`src/rtl/alu_cmd_ctrl.sv`:
```
// Byte-serial command front end for an external registered ALU: collects a
// 5-byte frame, drives the operands, waits for the result and returns 3 bytes.
module alu_cmd_ctrl #(
    parameter int unsigned TIMEOUT_CYCLES = 1000
) (
    input  logic        clk,
    input  logic        rst,
    input  logic [7:0]  rx_data,
    input  logic        rx_valid,
    output logic [15:0] alu_a,
    output logic [15:0] alu_b,
    output logic [3:0]  alu_fun,
    input  logic [15:0] alu_out,
    input  logic [3:0]  alu_flags,
    output logic [7:0]  tx_data,
    output logic        tx_valid,
    input  logic        tx_ready,
    output logic        busy,
    output logic        frame_err,
    output logic        overrun
);

    localparam int unsigned CW = $clog2(TIMEOUT_CYCLES + 1);
    localparam logic [CW-1:0] CNT_LAST = CW'(TIMEOUT_CYCLES - 1);

    typedef enum logic [3:0] {
        IDLE   = 4'd0,
        GET_A0 = 4'd1,
        GET_A1 = 4'd2,
        GET_B0 = 4'd3,
        GET_B1 = 4'd4,
        EXEC   = 4'd5,
        WAIT   = 4'd6,
        SEND0  = 4'd7,
        SEND1  = 4'd8,
        SEND2  = 4'd9
    } state_t;

    state_t         state;
    logic [CW-1:0]  idle_cnt;
    logic [15:0]    result;
    logic [3:0]     flags;

    // Frame collection, result capture and response handshake in one FSM.
    always_ff @(posedge clk) begin
        if (rst) begin
            state     <= IDLE;
            idle_cnt  <= '0;
            result    <= 16'h0000;
            flags     <= 4'h0;
            alu_a     <= 16'h0000;
            alu_b     <= 16'h0000;
            alu_fun   <= 4'h0;
            tx_data   <= 8'h00;
            tx_valid  <= 1'b0;
            busy      <= 1'b0;
            frame_err <= 1'b0;
            overrun   <= 1'b0;
        end else begin
            frame_err <= 1'b0;
            // Bytes arriving while a command is in flight are dropped but flagged.
            if (rx_valid && (state inside {EXEC, WAIT, SEND0, SEND1, SEND2})) begin
                overrun <= 1'b1;
            end
            case (state)
                IDLE: begin
                    if (rx_valid) begin
                        alu_fun  <= rx_data[3:0];
                        idle_cnt <= '0;
                        busy     <= 1'b1;
                        state    <= GET_A0;
                    end
                end
                GET_A0, GET_A1, GET_B0, GET_B1: begin
                    // A byte on the last allowed cycle wins over the timeout.
                    if (rx_valid) begin
                        idle_cnt <= '0;
                        case (state)
                            GET_A0: begin
                                alu_a[7:0] <= rx_data;
                                state      <= GET_A1;
                            end
                            GET_A1: begin
                                alu_a[15:8] <= rx_data;
                                state       <= GET_B0;
                            end
                            GET_B0: begin
                                alu_b[7:0] <= rx_data;
                                state      <= GET_B1;
                            end
                            default: begin
                                alu_b[15:8] <= rx_data;
                                state       <= EXEC;
                            end
                        endcase
                    end else if (idle_cnt == CNT_LAST) begin
                        idle_cnt  <= '0;
                        frame_err <= 1'b1;
                        busy      <= 1'b0;
                        state     <= IDLE;
                    end else begin
                        idle_cnt <= idle_cnt + CW'(1);
                    end
                end
                EXEC: begin
                    state <= WAIT;
                end
                WAIT: begin
                    result   <= alu_out;
                    flags    <= alu_flags;
                    tx_data  <= alu_out[7:0];
                    tx_valid <= 1'b1;
                    state    <= SEND0;
                end
                SEND0: begin
                    if (tx_ready) begin
                        tx_data <= result[15:8];
                        state   <= SEND1;
                    end
                end
                SEND1: begin
                    if (tx_ready) begin
                        tx_data <= {4'b0000, flags};
                        state   <= SEND2;
                    end
                end
                SEND2: begin
                    if (tx_ready) begin
                        tx_data  <= 8'h00;
                        tx_valid <= 1'b0;
                        busy     <= 1'b0;
                        state    <= IDLE;
                    end
                end
                default: begin
                    tx_valid <= 1'b0;
                    busy     <= 1'b0;
                    idle_cnt <= '0;
                    state    <= IDLE;
                end
            endcase
        end
    end

endmodule

```
`config.mk`:
```
export PLATFORM = sky130hd
export DESIGN_NAME = alu_cmd_ctrl
export DESIGN_NICKNAME = d
export VERILOG_FILES = /design/src/rtl/alu_cmd_ctrl.sv
export SDC_FILE = /design/constraint.sdc
export NUM_CORES = 1
export LEC_CHECK = 0
export BUFFER_PORTS_ARGS = -buffer_cell sky130_fd_sc_hd__buf_2
export CORE_MARGIN = 4
export CORE_UTILIZATION = 35
export CTS_BUF_LIST = sky130_fd_sc_hd__clkbuf_4 sky130_fd_sc_hd__clkbuf_8 sky130_fd_sc_hd__clkbuf_16
export DETAILED_ROUTE_END_ITERATION = 6
export PLACE_DENSITY = 0.57
export SLEW_MARGIN = 20
export SYNTH_ARGS = -nofsm -noshare
export SYNTH_HDL_FRONTEND = slang
export SYNTH_SLANG_ARGS = --single-unit
```
`constraint.sdc`:
```
create_clock -name clk -period 1.9 [get_ports clk]
set_input_delay 0 -clock clk [delete_from_list [all_inputs] [get_ports clk]]
set_output_delay 0 -clock clk [all_outputs]
set_load 0.02 [all_outputs]
```
==> impl_metrics.csv, run 1 <==
group,metric,value,unit
global_routing,grt_pass1_wl,14200,um
outcome,status,"finished clean",
timing,finalSetupViolations,0,
cells_and_area,nets,503,
pwr,p_int,2.65,mW
pwr,p_clk_share,29.4,%
pwr,p_seq_share,42.8,%
clocking,cts_tree,"done",
timing,fin_ws,0.135,ns
routing,antenna_left,0,
setup_path,crit_path_start_kind,"register",
synth,async_flop_share,0,%
floorplanning,fp-row-count,35,
timing,period_minus_slack,1.76,ns
place,dp_cells,547,
place,routabilityCongestion,0.759,
synth,netlist.area_leader.share,45.1,%
place,dpl.hpwl,5940,um
timing,fmax,0.567,GHz
cells_and_area,drive_gt1_share,28.4,%
flow_run,max_cap_viol_count,0,
synth,synthFlopType,"dfxtp_1",
synth,synthMostInstantiatedCell,"dfxtp_1",
floorplanning,start_util,35.8,%
global_routing,grt_pass1_vias,2953,
synth,yosysTopAreaCell,"dfxtp_1",
timing,whs,0.0393,ns
routing,drt-pass1-iter-count,4,
floorplanning,die_h,105,um
routing,avgViaCountPerCell,5.11,
synth,yosysWarnings,0,
routing,postRouteWirelength,8290,um
timing,hold_viol_final,0,
synth,syn_area_per_cell,9.18,um2
floorplanning,num_io_pins,80,
clocking,clock_sinks,74,
clocking,clock_latency,0.35,ns
cells_and_area,final_cells,586,
cells_and_area,areaGrowthSynthToFinish,30.3,%
timing,drv_slew,0,
floorplanning,die_w,105,um
setup_path,required,2.15,ns
cells_and_area,utilization,46.6,%
timing,max_slew_margin,61.2,%
routing,vias,2997,
synth,synth_area,3290,um2
clocking,cts_max_path_buffers,2,
min_path,hp-class,"in2reg",
clocking,cts_root_buf,"clkbuf_8",
timing,worst_pin_slew,0.582,ns
clocking,postCtsSetupRepairBufs,0,
global_routing,grt_antenna_before_repair,0,
routing,drt_first_iter_violations,134,
clocking,cts_made_buffers,9,
routing,drc,0,
floorplanning,dieArea,11000,um2
clocking,htreeDepth,3,
synth,synth-seq-cells,74,
routing,wl_per_cell,14.1,um
synth,synth_area_leaders,"dfxtp_1, mux2i_1, nor2_1, a21oi_1, nand2_1",
global_routing,globalRoute.totalOverflow,0,
place,portBuffers,79,
pwr,switching_share,34.8,%
floorplanning,design.core.area,9200,um2
global_routing,grt.total_usage,15.4,%
synth,netlist_instances,358,
synth,yosys.cell_types.count,54,
setup_path,path_class,"reg2reg",
global_routing,grt_max_degree,45,
timing,fin_crit_sh,92.9,%
pwr,p_sw,1.41,mW
pwr,powerDensity,948,nW/um2
synth,yosysSeqAreaShare,45.1,%
synth,synthTopCellsByCount,"dfxtp_1, nor2_1, mux2i_1, nand2_1, a21oi_1",
cells_and_area,antenna_cells,0,
synth,syn-num-nets,391,
timing,rsz0062_at_grt,"false",
pwr,p_leak,1.90,nW
pwr,vdd_drop_max,0.440,mV
setup_path,cp_max_fo,4,
timing,setup-tns-final,0,ns
setup_path,end_kind,"register",
setup_path,critical_path_arrival,2.01,ns
pwr,pwr-share-comb,27.8,%
place,pre_cts_ws,0.124,ns
timing,clock_skew,0.00836,ns
clocking,clk_pin_slew,0.09,ns
synth,synth-edff-count,0,
path summary, 6_finish.rpt:
check	cells past startpoint	to	slack (ns)	from
max reg2reg	5	state[2]	0.14	idle_cnt[1]
min	4	tx_data[7]	0.04	alu_out[7]
min reg2reg	2	tx_data[4]	0.45	tx_data[4]
max	5	state[2]	0.14	idle_cnt[1]
final cells by class:
type	count	area (um2)
clock buffer	9	124
tap	111	139
clock inverter	7	65.1
sequential	74	1480
fill	899	4910
inverter	3	11.3
multi-input combinational	257	1650
timing repair buffer	125	811
registers in the layout (all words and copies together) (netlist names):
signal,count
alu_a,16
flags,4
tx_data,8
state,4
overrun,1
tx_valid,1
alu_b,16
busy,1
idle_cnt,10
alu_fun,4
result,8
frame_err,1
power groups by stage:
| stage | Sequential (mW) | Clock (mW) | Combinational, mW |
|---|---|---|---|
| 2_1_floorplan | 1.83 | 0 | 0.678 |
| 3_5_place_dp | 1.77 | 0 | 1.08 |
| 3_3_place_gp | 1.77 | 0 | 1.07 |
| 4_1_cts | 1.74 | 1.22 | 1.12 |
| 5_1_grt | 1.76 | 1.29 | 1.25 |
| 6_report | 1.74 | 1.19 | 1.13 |
logic make-up (layout without fill, tap and decap cells):
logic type,after synthesis,in the layout,share of synthesized area (%)
compound gates,90,90,18.3
xor+xnor,2,2,0.533
fa+ha+maj,1,1,0.380
buf+inv,27,144,5.06
flops,74,74,45.1
mux,39,39,11.9
simple gates,125,125,18.8
stage by stage:
| step | area (um2) | power (mW) |
|---|---|---|
| final | 4290 | 4.06 |
| after global routing | 4290 | 4.29 |
| after CTS | 4270 | 4.08 |
| after detailed placement | 3850 | 2.85 |
| after global placement | 3850 | 2.83 |
| after floorplan | 3290 | 2.51 |
critical path, cell delays in order (launching register included):
cell,delay [ns]
dfxtp_1,0.36
ha_1,0.19
nand4b_1,0.09
or3_4,0.36
a211o_2,0.39
a32o_2,0.27
timing repair:
| item | in CTS | in global routing |
|---|---|---|
| gates resized for setup | 0 | 2 |
| endpoints found under the setup margin | 0 | 2 |
| endpoints found under the hold margin | 51 | 0 |
| hold buffers | 23 | 0 |
layer usage:
layer  GRT usage, %  share of wire, %
met1           20.4                46
met3           5.62               6.9
met5              0                 0
met4           4.22              0.83
met2           23.8                46
cell usage in the layout, fill, tap and decap left out, types with 4 or more instances in the layout:
cell type / count
o21ai_0: 21
nor3_1: 5
a211oi_1: 6
o211ai_1: 4
dlygate4sd3_1: 23
or3_1: 6
buf_4: 22
nand2_1: 36
inv_6: 4
or4_1: 4
dfxtp_1: 73
nand3_1: 4
buf_2: 79
a2bb2oi_1: 4
clkbuf_8: 9
a21oi_1: 29
o31ai_1: 4
nor2_1: 46
mux2i_1: 39
(Power assumes the default switching activity.)
==> run 2, diff against run 1 <==
--- a/config.mk
+++ b/config.mk
@@ -6,11 +6,13 @@
 export NUM_CORES = 1
 export LEC_CHECK = 0
 export BUFFER_PORTS_ARGS = -buffer_cell sky130_fd_sc_hd__buf_2
+export CELL_PAD_IN_SITES_DETAIL_PLACEMENT = 0
+export CELL_PAD_IN_SITES_GLOBAL_PLACEMENT = 1
 export CORE_MARGIN = 4
 export CORE_UTILIZATION = 35
 export CTS_BUF_LIST = sky130_fd_sc_hd__clkbuf_4 sky130_fd_sc_hd__clkbuf_8 sky130_fd_sc_hd__clkbuf_16
 export DETAILED_ROUTE_END_ITERATION = 6
-export PLACE_DENSITY = 0.57
+export PLACE_DENSITY = 0.72
 export SLEW_MARGIN = 20
 export SYNTH_ARGS = -nofsm -noshare
 export SYNTH_HDL_FRONTEND = slang
==> impl_metrics.csv, run 2 (synthesized netlist as in run 1, its figures left out) <==
group,metric,value,unit
outcome,status,"finished clean",
cells_and_area,drive_gt1_share,28.7,%
timing,clock_skew,0.0110,ns
routing,antenna_left,0,
setup_path,cp_max_fo,4,
routing,wl_met1,4070,um
floorplanning,dieArea,11000,um2
pwr,vdd_drop_max,0.447,mV
place,dpl.hpwl,5760,um
global_routing,grt_antenna_before_repair,0,
floorplanning,fp-row-count,35,
timing,fin_crit_sh,95.9,%
cells_and_area,mostFrequentLayoutCell,"buf_2",
floorplanning,design.core.area,9200,um2
min_path,min_from,"tx_ready",
pwr,total_power,4.08,mW
setup_path,critical_path_arrival,2.08,ns
floorplanning,die_h,105,um
setup_path,crit_path_start_kind,"register",
timing,period_minus_slack,1.82,ns
routing,postRouteWirelength,8340,um
setup_path,reg2reg_from,"idle_cnt[0]",
timing,setup-tns-final,0,ns
min_path,hold_depth,4,
setup_path,path_class,"reg2reg",
routing,avgViaCountPerCell,5.05,
global_routing,globalRoute.totalOverflow,0,
place,routabilityCongestion,0.748,
clocking,postCtsSetupRepairBufs,0,
setup_path,end_kind,"register",
routing,highest_layer,"met4",
clocking,clk_pin_slew,0.09,ns
timing,drv_slew,0,
timing,worst_pin_slew,0.414,ns
global_routing,grt_pass1_vias,2857,
clocking,htreeDepth,3,
routing,drc,0,
timing,fmax,0.549,GHz
setup_path,r2r.worst_path.cells,5,
cells_and_area,layout_common_cells,"buf_2, dfxtp_1, nor2_1",
timing,rsz0062_at_grt,"false",
place,portBuffers,79,
clocking,clock_sinks,74,
routing,wl_per_cell,14.3,um
clocking,cts_max_path_buffers,2,
routing,drt_first_iter_violations,150,
setup_path,required,2.16,ns
setup_path,r2r_end,"state[1]",
routing,wl_met3,427,um
cells_and_area,areaGrowthSynthToFinish,30.6,%
min_path,hp-class,"in2reg",
clocking,cts_tree,"done",
global_routing,grt.total_usage,15.5,%
floorplanning,num_io_pins,80,
pwr,p_leak,1.90,nW
min_path,hold_end,"tx_valid",
cells_and_area,antenna_cells,0,
routing,vias,2953,
routing,drt-pass1-iter-count,4,
clocking,clock_latency,0.36,ns
place,pre_cts_ws,0.0503,ns
clocking,cts_made_buffers,9,
setup_path,reg2reg_slack,0.08,ns
floorplanning,start_util,35.8,%
global_routing,grt_max_degree,66,
floorplanning,die_w,105,um
timing,hold_viol_final,0,
cells_and_area,reg_top3,"alu_a (16), alu_b (16), idle_cnt (10)",
pwr,powerDensity,951,nW/um2
flow_run,max_cap_viol_count,0,
timing,max_slew_margin,72.3,%
timing,finalSetupViolations,0,
cells_and_area,nets,502,
routing,wl_met2,3710,um
clocking,cts_root_buf,"clkbuf_8",
timing,fin_ws,0.0770,ns
global_routing,grt_pass1_wl,13900,um
==> run 2: metal layers <==
layer	vias to the layer above	GRT usage (%)
li1	1510	-
met1	1378	21.0
met4	0	6.09
met3	9	4.39
met5	-	0
met2	56	23.1
==> run 2: worst max-delay path, stage by stage, from the launching register on <==
cell and delay, ns:
dfxtp_1 0.38, ha_1 0.20, nand4b_1 0.09, or3_4 0.36, a211o_2 0.40, a32o_2 0.28
==> run 2: what timing repair did <==
item / in CTS / in global routing
resized for setup: 0 / 6
hold endpoints to repair: 54 / 0
hold buffers: 24 / 0
setup endpoints to repair: 0 / 24
==> run 2: per-stage QoR <==
stage          hold slack (ns)  cells  instance area, um2  utilization [%]
2_1_floorplan            0.136    358                3290                -
3_3_place_gp             0.243    545                3840             41.7
3_5_place_dp             0.249    545                3840             41.7
4_1_cts                 0.0540    585                4270             46.4
5_1_grt                 0.0796    585                4290             46.7
6_report                0.0611    585                4290             46.7
==> run 2: layout make-up <==
type | count | area [um2]
Clock inverter | 7 | 65.1
Timing Repair Buffer | 124 | 806
Multi-Input combinational cell | 257 | 1670
Inverter | 3 | 11.3
Tap cell | 111 | 139
Fill cell | 925 | 4900
Clock buffer | 9 | 124
Sequential cell | 74 | 1480
==> run 2: where the power goes <==
part | switching, mW | internal, mW
logic | 0.646 | 0.496
clock network | 0.692 | 0.511
registers | 0.0864 | 1.65
==> run 2: worst max path at each step <==
stage / startpoint / endpoint / cells past startpoint
floorplan: idle_cnt[0] / state[1] / 5
global placement: state[2] / idle_cnt[1] / 5
detailed placement: state[2] / idle_cnt[3] / 5
CTS: state[2] / idle_cnt[3] / 5
global route: idle_cnt[0] / state[1] / 5
finish: idle_cnt[0] / state[1] / 5
